`src/rtl/spi_mosi_stream_buffer_pkg.sv`:
```
// Shared constants for the streaming SPI MOSI buffer: FSM encoding, FIFO entry layout, defaults.
package spi_pkg;

  localparam int unsigned DEF_WIDTH   = 8;
  localparam int unsigned DEF_DEPTH   = 16;
  localparam int unsigned DEF_CLK_DIV = 4;
  localparam int unsigned DEF_CS_IDLE = 2;

  // SPI mode 0: SCLK idles low, data sampled by the slave on the rising edge.
  localparam logic SCLK_IDLE = 1'b0;

  typedef enum logic [2:0] {
    ST_IDLE     = 3'd0,
    ST_SETUP    = 3'd1,
    ST_SHIFT    = 3'd2,
    ST_GAP      = 3'd3,
    ST_DESELECT = 3'd4
  } state_t;

  // FIFO entry = {LAST, DC, DATA[width-1:0]}
  localparam int unsigned ENT_DATA_LSB = 0;

  function automatic int unsigned ent_dc_bit(input int unsigned width);
    return width;
  endfunction

  function automatic int unsigned ent_last_bit(input int unsigned width);
    return width + 1;
  endfunction

endpackage

```
`src/rtl/spi_mosi_stream_buffer_if.sv`:
```
// Push-side valid/ready handshake carrying one SPI word with its D/C level and frame end flag.
interface spi_mosi_stream_buffer_if
  import spi_pkg::*;
#(
  parameter int unsigned WIDTH = DEF_WIDTH
);
  logic             valid;
  logic             ready;
  logic [WIDTH-1:0] data;
  logic             dc;
  logic             last;

  modport master (output valid, output data, output dc, output last, input ready);
  modport slave  (input valid, input data, input dc, input last, output ready);
endinterface

```
`src/rtl/spi_mosi_stream_buffer_sync_fifo.sv`:
```
// Synchronous FIFO with fall-through head, extra-MSB pointers for the full test, and a level flush.
module sync_fifo #(
  parameter int unsigned WIDTH = 10,
  parameter int unsigned DEPTH = 16
) (
  input  logic                   clk,
  input  logic                   rst,
  input  logic                   flush,
  input  logic                   push,
  input  logic                   pop,
  input  logic [WIDTH-1:0]       din,
  output logic [WIDTH-1:0]       dout,
  output logic                   full,
  output logic                   empty,
  output logic [$clog2(DEPTH):0] level
);
  localparam int unsigned AW = $clog2(DEPTH);

  logic [WIDTH-1:0] mem [DEPTH];
  logic [AW:0]      wr_ptr;
  logic [AW:0]      rd_ptr;
  logic             do_push;
  logic             do_pop;

  assign full    = (wr_ptr[AW] != rd_ptr[AW]) && (wr_ptr[AW-1:0] == rd_ptr[AW-1:0]);
  assign empty   = (wr_ptr == rd_ptr);
  assign level   = wr_ptr - rd_ptr;
  assign dout    = mem[rd_ptr[AW-1:0]];
  assign do_push = push && !full && !flush;
  assign do_pop  = pop && !empty && !flush;

  always_ff @(posedge clk or posedge rst) begin
    if (rst) begin
      wr_ptr <= '0;
      rd_ptr <= '0;
    end else if (flush) begin
      wr_ptr <= '0;
      rd_ptr <= '0;
    end else begin
      if (do_push) wr_ptr <= wr_ptr + (AW+1)'(1);
      if (do_pop)  rd_ptr <= rd_ptr + (AW+1)'(1);
    end
  end

  always_ff @(posedge clk) begin
    if (do_push) mem[wr_ptr[AW-1:0]] <= din;
  end

endmodule

```
`src/rtl/spi_mosi_stream_buffer.sv`:
```
// Streams {D/C, data} words from a FIFO onto an SPI mode-0 link with CS framing per LAST word.
module spi_mosi_stream_buffer
  import spi_pkg::*;
#(
  parameter int unsigned WIDTH   = DEF_WIDTH,
  parameter int unsigned DEPTH   = DEF_DEPTH,
  parameter int unsigned CLK_DIV = DEF_CLK_DIV,
  parameter int unsigned CS_IDLE = DEF_CS_IDLE
) (
  input  logic                      i_CLK,
  input  logic                      i_RST,
  spi_mosi_stream_buffer_if.slave   wr,
  input  logic                      i_FLUSH,
  output logic                      o_SCLK,
  output logic                      o_MOSI,
  output logic                      o_DC,
  output logic                      o_CS_N,
  output logic                      o_BUSY,
  output logic [$clog2(DEPTH):0]    o_LEVEL,
  output logic                      o_FRAME_DONE
);
  localparam int unsigned EW       = WIDTH + 2;
  localparam int unsigned DW       = (CLK_DIV > 1) ? $clog2(CLK_DIV) : 1;
  localparam int unsigned IW       = (CS_IDLE > 1) ? $clog2(CS_IDLE) : 1;
  localparam int unsigned BW       = $clog2(WIDTH);
  localparam int unsigned DC_POS   = ent_dc_bit(WIDTH);
  localparam int unsigned LAST_POS = ent_last_bit(WIDTH);
  localparam logic [BW-1:0] FINAL_BIT = BW'(WIDTH - 1);

  state_t           state;
  logic [DW-1:0]    div;
  logic [IW-1:0]    idle_cnt;
  logic [BW-1:0]    bit_cnt;
  logic [WIDTH-1:0] shreg;
  logic             cur_last;
  logic [EW-1:0]    head;
  logic             full;
  logic             empty;
  logic             push;
  logic             pop;
  logic             tick;
  logic             word_end;

  assign wr.ready = !full && !i_FLUSH;
  assign push     = wr.valid && wr.ready;
  assign tick     = (div == DW'(CLK_DIV - 1));
  assign word_end = (state == ST_SHIFT) && tick && o_SCLK && (bit_cnt == FINAL_BIT);
  // Back-to-back words pop on the final falling tick so SCLK runs without a gap.
  assign pop      = !i_FLUSH && !empty &&
                    ((state == ST_IDLE) || (state == ST_GAP) || (word_end && !cur_last));
  assign o_BUSY   = (state != ST_IDLE);

  sync_fifo #(
    .WIDTH (EW),
    .DEPTH (DEPTH)
  ) u_fifo (
    .clk   (i_CLK),
    .rst   (i_RST),
    .flush (i_FLUSH),
    .push  (push),
    .pop   (pop),
    .din   ({wr.last, wr.dc, wr.data}),
    .dout  (head),
    .full  (full),
    .empty (empty),
    .level (o_LEVEL)
  );

  always_ff @(posedge i_CLK or posedge i_RST) begin
    if (i_RST) begin
      state        <= ST_IDLE;
      div          <= '0;
      idle_cnt     <= '0;
      bit_cnt      <= '0;
      shreg        <= '0;
      cur_last     <= 1'b0;
      o_SCLK       <= SCLK_IDLE;
      o_MOSI       <= 1'b0;
      o_DC         <= 1'b0;
      o_CS_N       <= 1'b1;
      o_FRAME_DONE <= 1'b0;
    end else if (i_FLUSH) begin
      state        <= ST_IDLE;
      div          <= '0;
      idle_cnt     <= '0;
      bit_cnt      <= '0;
      o_SCLK       <= SCLK_IDLE;
      o_MOSI       <= 1'b0;
      o_CS_N       <= 1'b1;
      o_FRAME_DONE <= 1'b0;
    end else begin
      o_FRAME_DONE <= 1'b0;
      if (state == ST_IDLE) div <= '0;
      else                  div <= tick ? '0 : div + DW'(1);

      unique case (state)
        ST_IDLE: if (pop) state <= ST_SETUP;
        ST_SETUP: if (tick) begin
          o_SCLK <= 1'b1;
          state  <= ST_SHIFT;
        end
        ST_SHIFT: if (tick) begin
          o_SCLK <= ~o_SCLK;
          if (o_SCLK) begin
            if (bit_cnt != FINAL_BIT) begin
              shreg   <= shreg << 1;
              o_MOSI  <= shreg[WIDTH-2];
              bit_cnt <= bit_cnt + BW'(1);
            end else if (cur_last) begin
              o_CS_N       <= 1'b1;
              o_FRAME_DONE <= 1'b1;
              idle_cnt     <= '0;
              state        <= ST_DESELECT;
            end else if (!pop) begin
              state <= ST_GAP;
            end
          end
        end
        ST_GAP: if (pop) state <= ST_SETUP;
        ST_DESELECT: if (tick) begin
          if (idle_cnt == IW'(CS_IDLE - 1)) state <= ST_IDLE;
          else                              idle_cnt <= idle_cnt + IW'(1);
        end
        default: state <= ST_IDLE;
      endcase

      // Loading restarts the divider so the SETUP half-period is always full length.
      if (pop) begin
        o_CS_N   <= 1'b0;
        o_DC     <= head[DC_POS];
        o_MOSI   <= head[WIDTH-1];
        shreg    <= head[WIDTH-1:0];
        cur_last <= head[LAST_POS];
        bit_cnt  <= '0;
        div      <= '0;
      end
    end
  end

endmodule

```
`src/flat_wrapper.sv`:
```
// flat-port wrapper written by rule: the top's interface ports become plain ports
module spi_mosi_stream_buffer_flat import spi_pkg::*;
#(
  parameter int unsigned WIDTH   = DEF_WIDTH,
  parameter int unsigned DEPTH   = DEF_DEPTH,
  parameter int unsigned CLK_DIV = DEF_CLK_DIV,
  parameter int unsigned CS_IDLE = DEF_CS_IDLE
)
  (i_CLK, i_RST, i_FLUSH, o_SCLK, o_MOSI, o_DC, o_CS_N, o_BUSY, o_LEVEL, o_FRAME_DONE, wr_valid, wr_data, wr_dc, wr_last, wr_ready);
  spi_mosi_stream_buffer_if #(.WIDTH(WIDTH)) wr_i ();
  input  logic i_CLK;
  input  logic i_RST;
  input  logic i_FLUSH;
  output logic o_SCLK;
  output logic o_MOSI;
  output logic o_DC;
  output logic o_CS_N;
  output logic o_BUSY;
  output logic [$clog2(DEPTH):0] o_LEVEL;
  output logic o_FRAME_DONE;
  input wire logic [$bits(wr_i.valid)-1:0] wr_valid;
  input wire logic [$bits(wr_i.data)-1:0] wr_data;
  input wire logic [$bits(wr_i.dc)-1:0] wr_dc;
  input wire logic [$bits(wr_i.last)-1:0] wr_last;
  output wire logic [$bits(wr_i.ready)-1:0] wr_ready;
  assign wr_i.valid = wr_valid;
  assign wr_i.data = wr_data;
  assign wr_i.dc = wr_dc;
  assign wr_i.last = wr_last;
  assign wr_ready = wr_i.ready;
  spi_mosi_stream_buffer #(.WIDTH(WIDTH), .DEPTH(DEPTH), .CLK_DIV(CLK_DIV), .CS_IDLE(CS_IDLE)) u_core (.i_CLK(i_CLK), .i_RST(i_RST), .wr(wr_i), .i_FLUSH(i_FLUSH), .o_SCLK(o_SCLK), .o_MOSI(o_MOSI), .o_DC(o_DC), .o_CS_N(o_CS_N), .o_BUSY(o_BUSY), .o_LEVEL(o_LEVEL), .o_FRAME_DONE(o_FRAME_DONE));
endmodule
```
`config.mk`:
```
export PLATFORM = sky130hd
export DESIGN_NAME = spi_mosi_stream_buffer_flat
export DESIGN_NICKNAME = d
export VERILOG_FILES = /design/src/rtl/spi_mosi_stream_buffer_pkg.sv /design/src/rtl/spi_mosi_stream_buffer_if.sv /design/src/rtl/spi_mosi_stream_buffer_sync_fifo.sv /design/src/rtl/spi_mosi_stream_buffer.sv /design/src/flat_wrapper.sv
export SDC_FILE = /design/constraint.sdc
export NUM_CORES = 1
export LEC_CHECK = 0
export ABC_CLOCK_PERIOD_IN_PS = 3100
export CAP_MARGIN = 30
export CORE_UTILIZATION = 55
export CTS_CLUSTER_DIAMETER = 50
export DETAILED_ROUTE_END_ITERATION = 8
export GPL_TIMING_DRIVEN = 0
export PLACE_DENSITY = 0.78
export SLEW_MARGIN = 20
export SYNTH_ARGS = -nofsm -noshare
export SYNTH_HDL_FRONTEND = slang
export SYNTH_SLANG_ARGS = --single-unit
```
`constraint.sdc`:
```
create_clock -name i_CLK -period 3.1 [get_ports i_CLK]
set_input_delay 0.62 -clock i_CLK [delete_from_list [all_inputs] [get_ports i_CLK]]
set_output_delay 0.62 -clock i_CLK [all_outputs]
set_load 0.02 [all_outputs]
```
**Word-level counts from Yosys, hierarchy flattened**

Memory sizes are Yosys's and may differ from the RTL's.
Index checks and enable logic that the tools add are counted.

- Equality and inequality tests: 20
- Bitwise logic cells: 2
- Reduce and logical (&&, ||, !) cells: 42
- Multiplexer cells: 63
- Add/subtract/negate cells: 6

Operators with widths:

| kind | count |
|---|---|
| 2-to-1 mux 3 bit | 16 |
| 2-to-1 mux 7 bit | 5 |
| 2-to-1 mux 1 bit | 31 |
| nonzero test 3 bit | 8 |
| 2-to-1 mux 5 bit | 4 |
| inequality test 3 x 2 -> 1 bit (second input constant) | 6 |
| logical AND 1 bit | 13 |
| one-hot mux 3 bit (4 select lines) | 1 |
| nonzero test 2 bit | 6 |
| adder 5 x 1 -> 5 bit (second input constant) | 2 |
| AND reduction 5 bit | 2 |
| inequality test 3 bit (second input constant) | 3 |
| 2-to-1 mux 2 bit | 4 |
| AND reduction 8 bit | 1 |
| equality test 3 x 2 -> 1 bit (second input constant) | 2 |
| equality test 3 bit (second input constant) | 2 |
| AND reduction 6 bit | 1 |
| equality test 5 bit | 1 |
| subtractor 5 bit | 1 |
| equality test 4 bit | 1 |
| logical NOT 1 bit | 4 |
| inequality test 4 x 3 -> 1 bit (second input constant) | 1 |
| one-hot mux 1 bit (2 select lines) | 2 |
| AND reduction 4 bit | 1 |
| 13 further kinds | 15 |

- Output and inout bits: 12
- RAM bits: 160
- Word-level logic and storage cells: 147
- Input port bits: 14
- Memories kept: 1
- Flip-flop bits (word level): 32

Memories:

| name | words | bits a word | read ports | clocked after memory_dff | wr ports | line | text |
|---|---|---|---|---|---|---|---|
| u_core.u_fifo.mem | 16 | 10 | 1 | 0 | 1 | spi_mosi_stream_buffer_sync_fifo.sv:19 | `logic [WIDTH-1:0] mem [DEPTH];` |

**Longest topological paths before layout**

Gate-level depths: netlist of run 1.

- Depth in word-level cells: 14
- Depth in mapped cells: 11
- Depth with buffers taken out: 7

**Hierarchy**

A second synthesis of run 1 with hierarchy kept.

- Cell total of the unflattened synthesis: 487
- Area total of the unflattened synthesis: 8170.3 µm²

Modules (own cells, without submodules):

| module | times used | sequential area each (µm²) | cells an instance | area an instance (µm²) |
|---|---|---|---|---|
| sync_fifo | 1 | 5054.8 | 368 | 6912.9 |
| spi_mosi_stream_buffer | 1 | 551.8 | 119 | 1257.5 |

**Worst setup path after synthesis of run 1**

OpenSTA, ideal clock, no wires.

- Kind: flip-flop to flip-flop
- Start: register u_core.u_fifo.rd_ptr[1]
- End: memory u_core.u_fifo.mem[0][0] (enable)
- Stages on the path, launching flop included: 10
- Data required time: 2.710 ns
- Library setup time: 0.390 ns
- Path slack: 0.184 ns
- Arrival: 2.527 ns
- Path buffers: 3
- Cell sequence: dfrtp_1 buf_2 buf_6 buf_4 inv_1 ha_1 nand4_2 o211a_2 nand2_1 nor3_1

- Word-level cells in the longest chain between the ends: 9

RTL lines:

| item | line | text |
|---|---|---|
| from (decl) | spi_mosi_stream_buffer_sync_fifo.sv:21 | `logic [AW:0] rd_ptr;` |
| from (signal assigned) | spi_mosi_stream_buffer_sync_fifo.sv:41 | `if (do_pop) rd_ptr <= rd_ptr + (AW+1)'(1);` |
| equality test 4 bit * | spi_mosi_stream_buffer_sync_fifo.sv:25 | `assign full = (wr_ptr[AW] != rd_ptr[AW]) && (wr_ptr[AW-1:0] == rd_ptr[AW-1:0]);` |
| logical AND 1 bit * | spi_mosi_stream_buffer_sync_fifo.sv:25 |  |
| logical NOT 1 bit * | spi_mosi_stream_buffer_sync_fifo.sv:29, spi_mosi_stream_buffer.sv:44 |  |
| logical AND 1 bit | spi_mosi_stream_buffer.sv:44 | `assign wr.ready = !full && !i_FLUSH;` |
| logical AND 1 bit | spi_mosi_stream_buffer.sv:45 | `assign push = wr.valid && wr.ready;` |
| logical AND 1 bit * (2 in series) | spi_mosi_stream_buffer_sync_fifo.sv:29 | `assign do_push = push && !full && !flush;` |
| 2-to-1 mux 1 bit * | spi_mosi_stream_buffer_sync_fifo.sv:46 | `if (do_push) mem[wr_ptr[AW-1:0]] <= din;` |
| 2-to-1 mux 1 bit (implied by the code) * | spi_mosi_stream_buffer_sync_fifo.sv:46 |  |
| to (decl) | spi_mosi_stream_buffer_sync_fifo.sv:19 |  |

Every way passes the cells marked *; elsewhere a longest branch is shown, timed or not.

**Final worst setup path of run 1**

- Start: register u_core.u_fifo.wr_ptr[0]
- End: output o_LEVEL[1]

- Word-level cells in the longest chain between the ends: 1

RTL lines:

| item | line | text |
|---|---|---|
| from (decl) | spi_mosi_stream_buffer_sync_fifo.sv:20 | `logic [AW:0] wr_ptr;` |
| from (signal assigned) | spi_mosi_stream_buffer_sync_fifo.sv:40 | `if (do_push) wr_ptr <= wr_ptr + (AW+1)'(1);` |
| subtractor 5 bit | spi_mosi_stream_buffer_sync_fifo.sv:27 | `assign level = wr_ptr - rd_ptr;` |
| to (decl) | flat_wrapper.sv:19 | `output logic [$clog2(DEPTH):0] o_LEVEL;` |

Every way passes these cells.

==> results.md, run 1 <==
- Antenna cell count: 0
- Post-Place Cells: 682
- Startpoint Class: flip-flop
- Setup crit end kind: output port
- Syn_area_per_cell: 17.2 um^2
- Placed cell area: 8640 um^2
- Leak: 3.23 nW
- Finished Cell Area: 9270 um^2
- Power Total: 6.63 mW
- Gr usage total: 0.239
- Tcrit/Tclk final: 0.955
- Root Driver: clkbuf_16
- CTS sink cnt: 192
- Worst flop-to-flop path startpoint: u_core.u_fifo.rd_ptr[2]
- Synth top area cells: edfxtp_1 (60%), mux4_2 (11%), dfrtp_1 (9.6%)
- Total gr overflow: 0
- Ys flop type: edfxtp_1
- Finished Layout Cells: 719
- Crit Path Max Fanout: 5
- P&R area growth vs syn: 14.8%
- CP required: 2480 ps
- R2R cell count: 6
- Final Skew: 11.8 ps
- Tightest Hold Check Type: in2reg
- Final GP Congestion: 0.819
- Fmax: 0.338 GHz
- Slew Viols, Final: 0
- Hold-fix buffers at CTS: 0
- Worst hold stages: 2
- Top-count cell post-synth: edfxtp_1
- Cell area after synthesis: 8070 um^2
- CTS tree: yes
- RR Endpoint: u_core.u_fifo.mem[9][2]
- Synth cell types: 59
- Post-synth EDFFs: 160
- FP Rows: 43
- Status: complete, no violations
- Via count: 4478
- YS warnings: 0
- Final setup violation count: 0
- Maxcap violations: 0
- Drt via density: 6.23
- First-pass GRT wire length: 25500 um
- Final hold vios: 0
- Hold endpoint: u_core.o_FRAME_DONE
- Core ar.: 14100 um^2
- DR iter-0 viols: 480
- Biggest area consumer among synthesized cells: edfxtp_1
- Largest net degree at the start of global routing: 33
- Worst Tran Pin Value: 781 ps
- H-tree levels: 4
- Routed Antenna Nets: 0
- Hold_sp: i_FLUSH
- RSZ-0062 raised after global routing: no
- DRC Markers: 0
- Yosys top cell area share: 0.595
- Antenna violations before repair: 0
- Deepest clock path buffer count: 2
- Die W: 123 um
- Die height: 123 um
- Pwr dens: 715 nW/um^2
- DPL Wire Length: 11000 um
- Post-Syn Nets: 495
- Worst relative slew slack: 0.479
- Top post-synthesis cells by count: edfxtp_1 (160), mux4_2 (40), nor2_1 (34)
- DRT Pass-1 Iters: 5
- Critical path class: reg2out
- Vias in the first global route: 4432
- FFs w/ async S/R, synth: 0.167
- Final WL: 16500 um
- Port Buffers: 24
- Yosys reg bits: 192
- Synth Instances: 468
- Net count, final: 554
- Boundary pin count: 26
- Worst skew pair latency: 430 ps
- Post-synthesis sequential area ratio: 0.695
- Reg2reg setup slack: 340 ps
- VDD IR-drop max: 515 uV
- CTS clk-pin slew, worst paths: 70 ps
- Post-Route Utilization: 0.657
- Wire length per cell: 22.9 um
- Worst EP arrival: 2340 ps
- Initial Util: 0.573
- Num CTS Buffers: 17
- Layout cell share with drive strength beyond 1: 0.241
- Minimum clock period: 2960 ps
- Die Area: 15200 um^2
## timing repair
action,4_1_cts,5_1_grt
setup buffers,0,5
setup endpoints to repair,68,10
gates cloned,0,0
gates resized for setup,14,4
## placed cells by master, fill, tap and decap left out, types with 5 or more instances in the layout
cell,n
edfxtp_1,160
mux4_2,40
nor2_1,32
dfrtp_1,28
buf_4,22
nand2_1,22
clkdlybuf4s50_1,20
clkbuf_16,17
mux2i_1,15
a21oi_1,15
inv_1,13
a22oi_1,12
ha_1,12
and3_1,8
buf_6,6
buf_2,6
nand3_1,6
nand2b_1,5
clkbuf_1,5
o31ai_1,5
xnor2_1,5
## area by class of cell
class	count	area [um^2]
Sequential cell	192	5610
Fill cell	923	4830
Multi-Input combinational cell	237	2280
Clock buffer	18	429
Timing Repair Buffer	42	373
Tap cell	180	225
Buffer	22	161
Clock inverter	13	134
Inverter	15	56.3
## through the flow
step / setup WS [ps] / setup TNS, ps / hold WS (ps)
floorplan: 184 / 0 / 419
global placement: -729 / -53920 / 431
detailed placement: -273 / -9720 / 464
CTS: 7.28 / 0 / 445
global route: 31.0 / 0 / 455
finish: 140 / 0 / 461
## worst max-delay path: stages, from the launching register on
cell and delay (ps):
dfrtp_2 410, inv_1 100, ha_1 240, fa_1 470, inv_1 80, clkdlybuf4s50_1 600
## state kept, by name (all words and copies together) (netlist names)
name / cells
u_core.u_fifo.mem: 160
u_core.shreg: 7
u_core.u_fifo.rd_ptr: 5
u_core.u_fifo.wr_ptr: 5
u_core.bit_cnt: 3
u_core.state: 3
u_core.div: 2
u_core.cur_last: 1
u_core.idle_cnt: 1
u_core.o_CS_N: 1
u_core.o_DC: 1
u_core.o_FRAME_DONE: 1
u_core.o_MOSI: 1
u_core.o_SCLK: 1
## worst max path at each step
stage / end / slack (ps) / cells after the start / from
CTS: o_LEVEL[3] / 7 / 8 / u_core.u_fifo.rd_ptr[1]
global route: o_LEVEL[1] / 30 / 5 / u_core.u_fifo.wr_ptr[0]
detailed placement: u_core.u_fifo.mem[6][2] / -270 / 9 / u_core.u_fifo.rd_ptr[1]
finish: o_LEVEL[1] / 140 / 5 / u_core.u_fifo.wr_ptr[0]
floorplan: u_core.u_fifo.mem[0][0] / 180 / 9 / u_core.u_fifo.rd_ptr[1]
global placement: u_core.u_fifo.mem[1][4] / -730 / 9 / u_core.u_fifo.rd_ptr[1]
## per-layer routing
metal	wire length, um	vias up	global-route usage
li1	-	1953	-
met5	0	-	0
met1	6710	2310	0.329
met4	354	0	0.0783
met3	1020	30	0.0544
met2	8390	185	0.380
## cell families after synthesis
group / synth area share
buffers and inverters: 0.0265
flip-flops: 0.695
AND/OR/NAND/NOR: 0.0629
AO/OA/AOI/OAI: 0.0513
adder cells (fa/ha/maj): 0.0211
XOR/XNOR: 0.0107
multiplexers: 0.133
## power breakdown
group          switching [mW]  internal, mW
logic                   0.822         0.705
registers              0.0857          2.92
clock network           0.967          1.12
total                    1.88          4.75
Note: power is estimated with default switching activity, not from simulation.
==> inputs of run 2 (changes only) <==
--- a/config.mk
+++ b/config.mk
@@ -12,6 +12,7 @@
 export DETAILED_ROUTE_END_ITERATION = 8
 export GPL_TIMING_DRIVEN = 0
 export PLACE_DENSITY = 0.78
+export SKIP_LAST_GASP = 1
 export SLEW_MARGIN = 20
 export SYNTH_ARGS = -nofsm -noshare
 export SYNTH_HDL_FRONTEND = slang
==> results of run 2 <==
The final DEF is identical to that of run 1; final timing and power are the same.
